### config.mk
export PLATFORM = sky130hd
export DESIGN_NAME = if_id_stage
export DESIGN_NICKNAME = d
export VERILOG_FILES = /design/src/rtl/if_id_stage.sv
export SDC_FILE = /design/constraint.sdc
export NUM_CORES = 1
export LEC_CHECK = 0
export BUFFER_PORTS_ARGS = -buffer_cell sky130_fd_sc_hd__buf_2
export CAP_MARGIN = 20
export CORE_ASPECT_RATIO = 0.6
export CORE_UTILIZATION = 55
export CTS_BUF_LIST = sky130_fd_sc_hd__clkbuf_4
export CTS_CLUSTER_SIZE = 14
export DETAILED_ROUTE_END_ITERATION = 10
export GPL_ROUTABILITY_DRIVEN = 0
export PLACE_DENSITY_LB_ADDON = 0.12
export SYNTH_ARGS = -nofsm -noshare
export SYNTH_HDL_FRONTEND = slang
export SYNTH_SLANG_ARGS = --single-unit
### constraint.sdc
create_clock -name clk -period 9.4 [get_ports clk]
set_clock_uncertainty 0.1 [all_clocks]
set_input_delay 1.88 -clock clk [delete_from_list [all_inputs] [get_ports clk]]
set_output_delay 1.88 -clock clk [all_outputs]
set_load 0.1 [all_outputs]
### src/rtl/if_id_stage.sv
`default_nettype none
// ============================================================================
//  Module      : if_id_stage
//  Description : Fetch stage plus IF/ID pipeline register. Holds the program
//                counter, captures the fetched instruction and its PC+4 into
//                IF/ID, and raises a combinational Stall when the instruction
//                in IF/ID depends on a load currently in EX, or when an
//                external freeze is requested. Flush squashes the fetch into
//                a bubble. A saturating counter tracks stall cycles.
//  Revision    : 1.0 - initial release
// ----------------------------------------------------------------------------
//  Ports
//    clk               in   1   rising-edge clock
//    reset             in   1   asynchronous active-high reset
//    PC_next           in  32   next fetch address from the PC-select mux
//    Instruction       in  32   instruction memory read data for PC
//    IF_ID_flush       in   1   squash the instruction fetched this cycle
//    stall_ext         in   1   external freeze request
//    MemRd_ID_EX       in   1   instruction in EX is a load
//    Rt_ID_EX          in   5   destination register of that load
//    PC                out 32   current fetch address
//    PC_IF_ID          out 32   PC+4 of the instruction held in IF/ID
//    Instruction_IF_ID out 32   instruction held in IF/ID
//    Valid_IF_ID       out  1   IF/ID holds a real instruction
//    Stall             out  1   combinational hazard / freeze stall
//    Stall_count       out 16   saturating count of stall cycles
// ----------------------------------------------------------------------------
//  Configuration
//    IF_ID_HAZARD_DETECT_EN : when defined, load-use hazard detection is
//                             built in. When undefined, Stall follows
//                             stall_ext only and MemRd_ID_EX / Rt_ID_EX are
//                             ignored (software inserts nops instead).
// ============================================================================
module if_id_stage (
  input  logic        clk,
  input  logic        reset,
  input  logic [31:0] PC_next,
  input  logic [31:0] Instruction,
  input  logic        IF_ID_flush,
  input  logic        stall_ext,
  input  logic        MemRd_ID_EX,
  input  logic [4:0]  Rt_ID_EX,
  output logic [31:0] PC,
  output logic [31:0] PC_IF_ID,
  output logic [31:0] Instruction_IF_ID,
  output logic        Valid_IF_ID,
  output logic        Stall,
  output logic [15:0] Stall_count
);

  localparam logic [31:0] c_RESET_PC = 32'h0000_0000;
  localparam logic [31:0] c_NOP      = 32'h0000_0000;
  localparam logic [31:0] c_PC_STEP  = 32'd4;
  localparam logic [15:0] c_CNT_MAX  = 16'hFFFF;

  logic [31:0] r_pc;
  logic [31:0] r_pc_if_id;
  logic [31:0] r_instr_if_id;
  logic        r_valid_if_id;
  logic [15:0] r_stall_count;

  logic [31:0] w_pc_plus4;
  logic        w_luh;
  logic        w_stall;

  // Natural 32-bit overflow gives the required wrap from FFFFFFFC to 0.
  assign w_pc_plus4 = r_pc + c_PC_STEP;

`ifdef IF_ID_HAZARD_DETECT_EN
  logic [4:0] w_rs_if_id;
  logic [4:0] w_rt_if_id;

  assign w_rs_if_id = r_instr_if_id[25:21];
  assign w_rt_if_id = r_instr_if_id[20:16];

  // A bubble never stalls, and a load to $zero carries no dependency.
  assign w_luh = MemRd_ID_EX & r_valid_if_id & (Rt_ID_EX != 5'd0) &
                 ((Rt_ID_EX == w_rs_if_id) | (Rt_ID_EX == w_rt_if_id));
`else
  // Hazard inputs are intentionally ignored in this build.
  logic w_unused_hazard_inputs;
  assign w_unused_hazard_inputs = ^{MemRd_ID_EX, Rt_ID_EX};
  assign w_luh = 1'b0;
`endif

  assign w_stall = w_luh | stall_ext;

  // Pipeline state: flush beats stall, so a squashed fetch still redirects
  // the PC even while a hazard is present.
  always_ff @(posedge clk or posedge reset) begin
    if (reset) begin
      r_pc          <= c_RESET_PC;
      r_pc_if_id    <= 32'h0000_0000;
      r_instr_if_id <= c_NOP;
      r_valid_if_id <= 1'b0;
    end else if (IF_ID_flush) begin
      r_pc          <= PC_next;
      r_pc_if_id    <= 32'h0000_0000;
      r_instr_if_id <= c_NOP;
      r_valid_if_id <= 1'b0;
    end else if (!w_stall) begin
      r_pc          <= PC_next;
      r_pc_if_id    <= w_pc_plus4;
      r_instr_if_id <= Instruction;
      r_valid_if_id <= 1'b1;
    end
  end

  // Counts every edge with Stall high, including flush edges; sticks at max.
  always_ff @(posedge clk or posedge reset) begin
    if (reset) begin
      r_stall_count <= 16'h0000;
    end else if (w_stall && (r_stall_count != c_CNT_MAX)) begin
      r_stall_count <= r_stall_count + 16'd1;
    end
  end

  assign PC                = r_pc;
  assign PC_IF_ID          = r_pc_if_id;
  assign Instruction_IF_ID = r_instr_if_id;
  assign Valid_IF_ID       = r_valid_if_id;
  assign Stall             = w_stall;
  assign Stall_count       = r_stall_count;

endmodule
`default_nettype wire

======== After elaboration in Yosys (flattened, before gate mapping) ========
Index checks and enable logic that the tools add are counted.
operators by class
  equal/unequal tests ..................... 2
  muxes and demuxes ....................... 8
  reductions and logical operators ........ 1
  add/subtract/negate cells ............... 2
operator list
  operator                 count
  $mux W32                 6
  $add A32 B3 Y32 const B  1
  $add A16 B1 Y16 const B  1
  $ne A16 B16 Y1 const B   1
  $mux W1                  2
  $ne A2 B2 Y1 const B     1
  $logic_and A1 B1 Y1      1
storage, ports and cells
  bits in registers ....................... 113
  output and inout bits ................... 114
  logic and storage cells ................. 18

======== Logic depth before layout (Yosys ltp) ========
Gate-level depths: netlist (run 1).
  depth after elaboration ................. 3
  depth in mapped cells ................... 6

======== Worst setup path before layout (run 1) ========
Ideal clock, no wire load.
  path type ............................... in2out
  start ................................... input stall_ext
  end ..................................... output Stall
  data required time ...................... 7420 ps
  buffers on the path ..................... 1
  path slack .............................. 5277 ps
  data arrival time ....................... 2143 ps
  stages .................................. 1
  cells stage by stage .................... buf_4
RTL lines
  item             line  text
  start, declared  40    input logic stall_ext,
  end, declared    47    output logic Stall,
No word-level cell between the ends.

======== Worst setup path after layout (run 1) ========
  start ................................... input stall_ext
  end ..................................... output Stall
No word-level cell between the ends.

==> results of run 1 <==
-- cell families (layout without fill, tap and decap cells) --
| kind of cell | count (synthesis) | after routing | share of synthesized area (%) |
|---|---|---|---|
| adder cells (fa/ha/maj) | 2 | 2 | 0.481 |
| XOR/XNOR | 25 | 25 | 4.21 |
| AND/OR/NAND/NOR | 161 | 161 | 16.0 |
| multiplexers | 66 | 66 | 13.4 |
| flip-flops | 113 | 113 | 54.3 |
| buffers and inverters | 39 | 225 | 3.25 |
| AO/OA/AOI/OAI | 61 | 61 | 8.29 |
-- through the flow --
stage	hold slack [ns]	utilization [%]	area, um^2
after floorplan	0.871	-	5200
after global placement	0.380	67.2	6180
after detailed placement	0.394	67.2	6180
after CTS	0.407	69.6	6400
after global routing	0.433	69.6	6400
final	0.405	69.6	6400
-- area by class of cell --
cell class / instances / area [um^2]
tap: 130 / 163
sequential: 113 / 2830
fill: 749 / 2790
multi-input combinational: 315 / 2210
inverter: 10 / 40.0
clock buffer: 20 / 150
timing repair buffer: 185 / 936
clock inverter: 10 / 71.3
-- registers in the layout, summed over array words and instances, names as in the netlist --
name,cells
PC_IF_ID,32
Valid_IF_ID,1
Instruction_IF_ID,32
PC,32
Stall_count,16
-- worst max-delay path by stage --
stage	from	to	slack, ns	cells past startpoint
after floorplan	reset	Instruction_IF_ID[0]	4.43	1
after global placement	stall_ext	Stall	5.04	2
after detailed placement	stall_ext	Stall	5.04	2
after CTS	stall_ext	Stall	5.04	2
after global routing	stall_ext	Stall	5.03	2
final	stall_ext	Stall	5.04	2
-- per-layer routing --
metal | part of all wire (%) | track usage [%] | routed length [um] | vias up
li1 | - | - | - | 2040
met1 | 47 | 36.1 | 5690 | 2062
met2 | 46 | 37.9 | 5550 | 149
met3 | 7.0 | 8.00 | 853 | 4
met4 | 0.52 | 7.41 | 63 | 0
met5 | 0 | 0 | 0 | -
-- layout by cell type, fill, tap and decap left out, types with 7 or more instances in the layout --
cell type  synthesis  layout
mux2i_1           35      35
xor2_1             7       7
and4_1             7       7
clkbuf_4           0      20
mux2_2            30      30
inv_1             10       9
buf_2              3     181
nand4_1           11      11
dfrtp_1          113     113
nand2_1           26      26
o31ai_1            9       9
nor2_1            68      68
o21ai_0           10      10
a311oi_1          15      15
nand3_1           13      13
or3_1              7       7
xnor2_1           18      18
or4_1             11      11
a211oi_1           8       8
-- worst register-to-register path, cell delays in order, from the launching register on --
cell and delay [ns]:
dfrtp_1 0.48, and4_1 0.34, nand4_1 0.59, or4_1 0.68, a311oi_1 0.30
-- power by group --
part	internal [mW]	total (mW)	switching, mW
Combinational	0.0902	0.508	0.417
Sequential	0.530	0.583	0.0531
Clock	0.131	0.303	0.172
Total	0.751	1.39	0.642
==> flow_summary.toml, run 1 <==
[clock_network]
holdBufCountCts = 0
numCtsBuffers = 17
cts_setup_buffers = 0
clock_sinks = 113
clkTransAtPathRegs_ns = 0.10
cts-root-buf = "clkbuf_4"
clkLatencyLatePin_ns = 0.51
ctsResizeCount = 0
cts_tree = "built"
ctsHtreeMaxLevel = 4
cts_buffer_depth = 2

[global_route]
grt_pass1_wl_mm = 19.5
antenna_found_initial = 0
grt_pass1_vias = 3854
grt_overflow_total = 0
grt_max_degree = 67
track_usage_pct = 25.5

[timing]
finalHoldViolCount = 0
slew_violations = 0
setup-violations-final = 0
finalCritPeriodShare_pct = 46.4
worstMarginPinSlew_ns = 0.827
slew_headroom_pct = 44.9
min_period_ns = 4.36
fmax_mhz = 229
grt_setup_unrepaired = "false"
final.setup.worst_slack_ns = 5.04
setup_tns_ns = 0

[drt]
drtIter0Drc = 261
viasPerCell = 5.43
route.antenna.remaining_nets = 0
route.vias.total = 4255
dr.pass1.iters = 5
wl_per_cell_um = 15.5
wirelength_mm = 12.2
route.detailed.drc = 0

[layout]
synthToLayoutAreaGrowth_pct = 22.9
drive_gt1_share_pct = 37.8
n_antenna_cell = 0
fin_nets = 718
fin_cells = 783

[worst_setup_path]
cp_num_buf_inv = 2
r2r_end = "PC_IF_ID[31]"
cp_top_family = "buffers and inverters"
crit_top_cell = "buf_2"
r2r_cells = 4
cp.arrival_ns = 2.38
path_class = "primary input to primary output"
critPathMaxStageDelay_ns = 0.41
worst_setup_path_start_kind = "primary input"
critical_path.slowest_cell = "buf_2"
worstPathMaxFanout = 2
r2r_slack_ns = 6.81
path_cells = "buf_2, buf_2"
crit_path_end_kind = "primary output"
r2r_start = "PC[8]"
critPathRequiredTime_ns = 7.42

[yosys]
synthCells = 467
synth_top_area_share_pct = 54.3
synth_seq_area_share_pct = 54.3
synth_area_um2 = 5200
ys_types = 39
yosys_warnings = 0
yosys.area.top_type = "dfrtp_1"
syn_nets = 543
syn_avg_cell_area_um2 = 11.1
postSynth.asyncResetShare_pct = 100
synthFlopType = "dfrtp_1"
yosysMostFrequentCell = "dfrtp_1"
ys_top_cells_by_area = "dfrtp_1, mux2i_1, mux2_2"
ys_ff_latch = 113
synth_top_cells_by_count = "dfrtp_1, nor2_1, mux2i_1"
synth_edf_count = 0

[placement]
dpl.hpwl_mm = 8.27
port-buffer-count = 181
numPlacedInstances = 753
pre_cts_ws_ns = 5.04

[pwr]
power_density_nw_per_um2 = 218
p_total_mw = 1.39
vdd_drop_max_uv = 138
p_leak_nw = 3.18

[worst_hold_path]
hold_class = "register to register"
min_from = "Stall_count[13]"
hold_end = "Stall_count[13]"
min_path_cells = 1

[die]
start_util_pct = 56.6
pin_count = 188
rows = 27
core-area_um2 = 9190
die_w_um = 128
dieArea_um2 = 9870
die_h_um = 77.4

[outcome]
outcome = "complete, no violations"

[run]
max_cap_violations = 0
Note: power is estimated with default switching activity, not from simulation.
==> run 2, diff against run 1 <==
Settings changed: ABC_AREA set to 1, CORE_UTILIZATION 55 to 52.
Clock period 9.4 ns to 4.35 ns, I/O delays scaled along.
==> flow_summary.toml, run 2 <==
[yosys]
synthCells = 657
yosys_warnings = 0
synth_top_cells_by_count = "nand2_1, dfrtp_1, nor2_1"
synth_top_area_share_pct = 52.7
ys_top_cells_by_area = "dfrtp_1, nand2_1, a22o_1"
postSynth.asyncResetShare_pct = 100
ys_ff_latch = 113
yosys.area.top_type = "dfrtp_1"
syn_nets = 733
yosysMostFrequentCell = "nand2_1"
synth_seq_area_share_pct = 52.7
synthFlopType = "dfrtp_1"
synth_edf_count = 0
synth_area_um2 = 5370
syn_avg_cell_area_um2 = 8.17
ys_types = 31

[layout]
n_antenna_cell = 0
final_common_cell = "nand2_1"
final_cell_mix = "nand2_1, buf_2, dfrtp_1, nor2_1, inv_1"
final_cell_area_um2 = 6660
multiInputGateArea_um2 = 2190
fin_nets = 913
synthToLayoutAreaGrowth_pct = 24.1
drive_gt1_share_pct = 27.6
seqCellArea_um2 = 2830
fillers = 892
fin_cells = 985

[pwr]
p_leak_nw = 3.63
vdd_drop_max_uv = 486
p_total_mw = 3.17
power_density_nw_per_um2 = 476

[die]
core-area_um2 = 9950
die_w_um = 133
rows = 28
die_h_um = 80.7
dieArea_um2 = 10700
start_util_pct = 53.9
pin_count = 188

[outcome]
outcome = "complete, no violations"

[timing]
min_period_ns = 2.48
worstMarginPinSlew_ns = 0.979
slew_violations = 0
finalHoldViolCount = 0
fmax_mhz = 404
setup-violations-final = 0
setup_tns_ns = 0
grt_setup_unrepaired = "false"
finalCritPeriodShare_pct = 56.9
slew_headroom_pct = 34.7

[clock_network]
cts_setup_buffers = 0
holdBufCountCts = 0
numCtsBuffers = 17
ctsResizeCount = 0
clkTransAtPathRegs_ns = 0.11
cts_tree = "built"
clkLatencyLatePin_ns = 0.52
ctsHtreeMaxLevel = 4
clock_sinks = 113
cts_buffer_depth = 2
cts-root-buf = "clkbuf_4"

[drt]
viasPerCell = 5.25
wl_per_cell_um = 15.2
route.antenna.remaining_nets = 0
route.detailed.drc = 0
dr.pass1.iters = 5
wirelength_mm = 15.0
drtIter0Drc = 490
route.vias.total = 5175

[worst_setup_path]
worstPathMaxFanout = 7
cp_top_family = "flip-flops"
path_cells = "buf_2"
cp_num_buf_inv = 1
critical_path.slowest_cell = "dfrtp_1"
crit_cells = 1
r2r_start = "PC[2]"
critPathRequiredTime_ns = 3.38
r2r_slack_ns = 2.22
worst_setup_path_start_kind = "register"
r2r_end = "PC_IF_ID[28]"
crit_path_end_kind = "primary output"
cp.arrival_ns = 1.51
r2r_cells = 8
path_class = "register to primary output"
critPathMaxStageDelay_ns = 0.50

[run]
max_cap_violations = 0

[placement]
dpl.hpwl_mm = 11.0
dpl_cell_area_um2 = 6340
numPlacedInstances = 953
port-buffer-count = 181

[worst_hold_path]
min_from = "PC_IF_ID[30]"
hold_class = "register to register"
hold_end = "PC_IF_ID[30]"
min_path_cells = 2

[global_route]
antenna_found_initial = 0
grt_max_degree = 70
grt_overflow_total = 0
grt_pass1_vias = 4665
track_usage_pct = 29.1
grt_pass1_wl_mm = 23.7
-- run 2: cell count changes in the layout (fill, tap and decap cells not counted), sizes merged, moves of 8 or more --
cell / before / now
a211oi: 8 / 0
a22o: 0 / 33
a311oi: 15 / 0
inv: 10 / 60
mux2: 31 / 0
mux2i: 35 / 0
nand2: 26 / 227
nand3: 15 / 38
nand4: 13 / 5
o21ai: 15 / 60
o31ai: 9 / 0
or4: 12 / 0
xnor2: 18 / 6
-- run 2: area by class of cell --
| cell class | instances | area share (%) |
|---|---|---|
| clock buffers | 21 | 2.37 |
| multi-input cells | 461 | 32.8 |
| repair buffers | 184 | 13.9 |
| well taps | 135 | 2.54 |
| inverters | 60 | 3.46 |
| clock inverters | 11 | 2.44 |
| flip-flops and latches | 113 | 42.4 |
-- run 2: logic make-up (layout without fill, tap and decap cells) --
logic type	Yosys count	after routing	share of synthesized area (%)
AND/OR/NAND/NOR	351	351	26.8
flip-flops	113	113	52.7
AO/OA/AOI/OAI	100	100	12.2
buffers and inverters	83	276	6.60
XOR/XNOR	8	8	1.31
adder cells (fa/ha/maj)	2	2	0.466
-- run 2: worst max path at each step --
stage | slack [ns] | to | from
global placement | 1.61 | PC_IF_ID[7] | IF_ID_flush
global route | 1.80 | Stall_count[2] | Stall_count[2]
floorplan | 0.39 | Instruction_IF_ID[0] | reset
detailed placement | 1.58 | PC_IF_ID[8] | IF_ID_flush
finish | 1.87 | Stall_count[2] | Stall_count[2]
CTS | 1.86 | Stall_count[2] | Stall_count[2]
-- run 2: worst reg2reg max path, stage by stage (launching register included) --
cell	delay, ns
dfrtp_1	0.49
ha_1	0.24
nand2_1	0.09
nor2_1	0.35
nand3_1	0.22
nor2_1	0.23
nand3b_1	0.12
nand3_1	0.09
nand2_1	0.08
-- run 2: where the power goes --
part	switching (mW)	internal (mW)
Combinational	0.882	0.166
Sequential	0.101	1.14
Clock	0.403	0.478
Total	1.39	1.78
-- run 2: metal layers --
metal	GRT usage [%]	wire, um	part of all wire [%]	up-vias
met5	0	0	0	-
met4	9.09	158	1.1	0
met3	8.71	1770	12	19
met2	38.7	5940	40	290
met1	44.6	7130	48	2374
li1	-	-	-	2492
-- run 2: per-stage QoR --
stage / utilization [%] / hold WS, ns / worst slack (ns)
6_report: 67.0 / 0.388 / 1.87
5_1_grt: 67.0 / 0.402 / 1.80
4_1_cts: 67.0 / 0.386 / 1.86
3_5_place_dp: 63.7 / 0.362 / 1.58
3_3_place_gp: 63.7 / 0.362 / 1.61
2_1_floorplan: - / 0.836 / 0.393
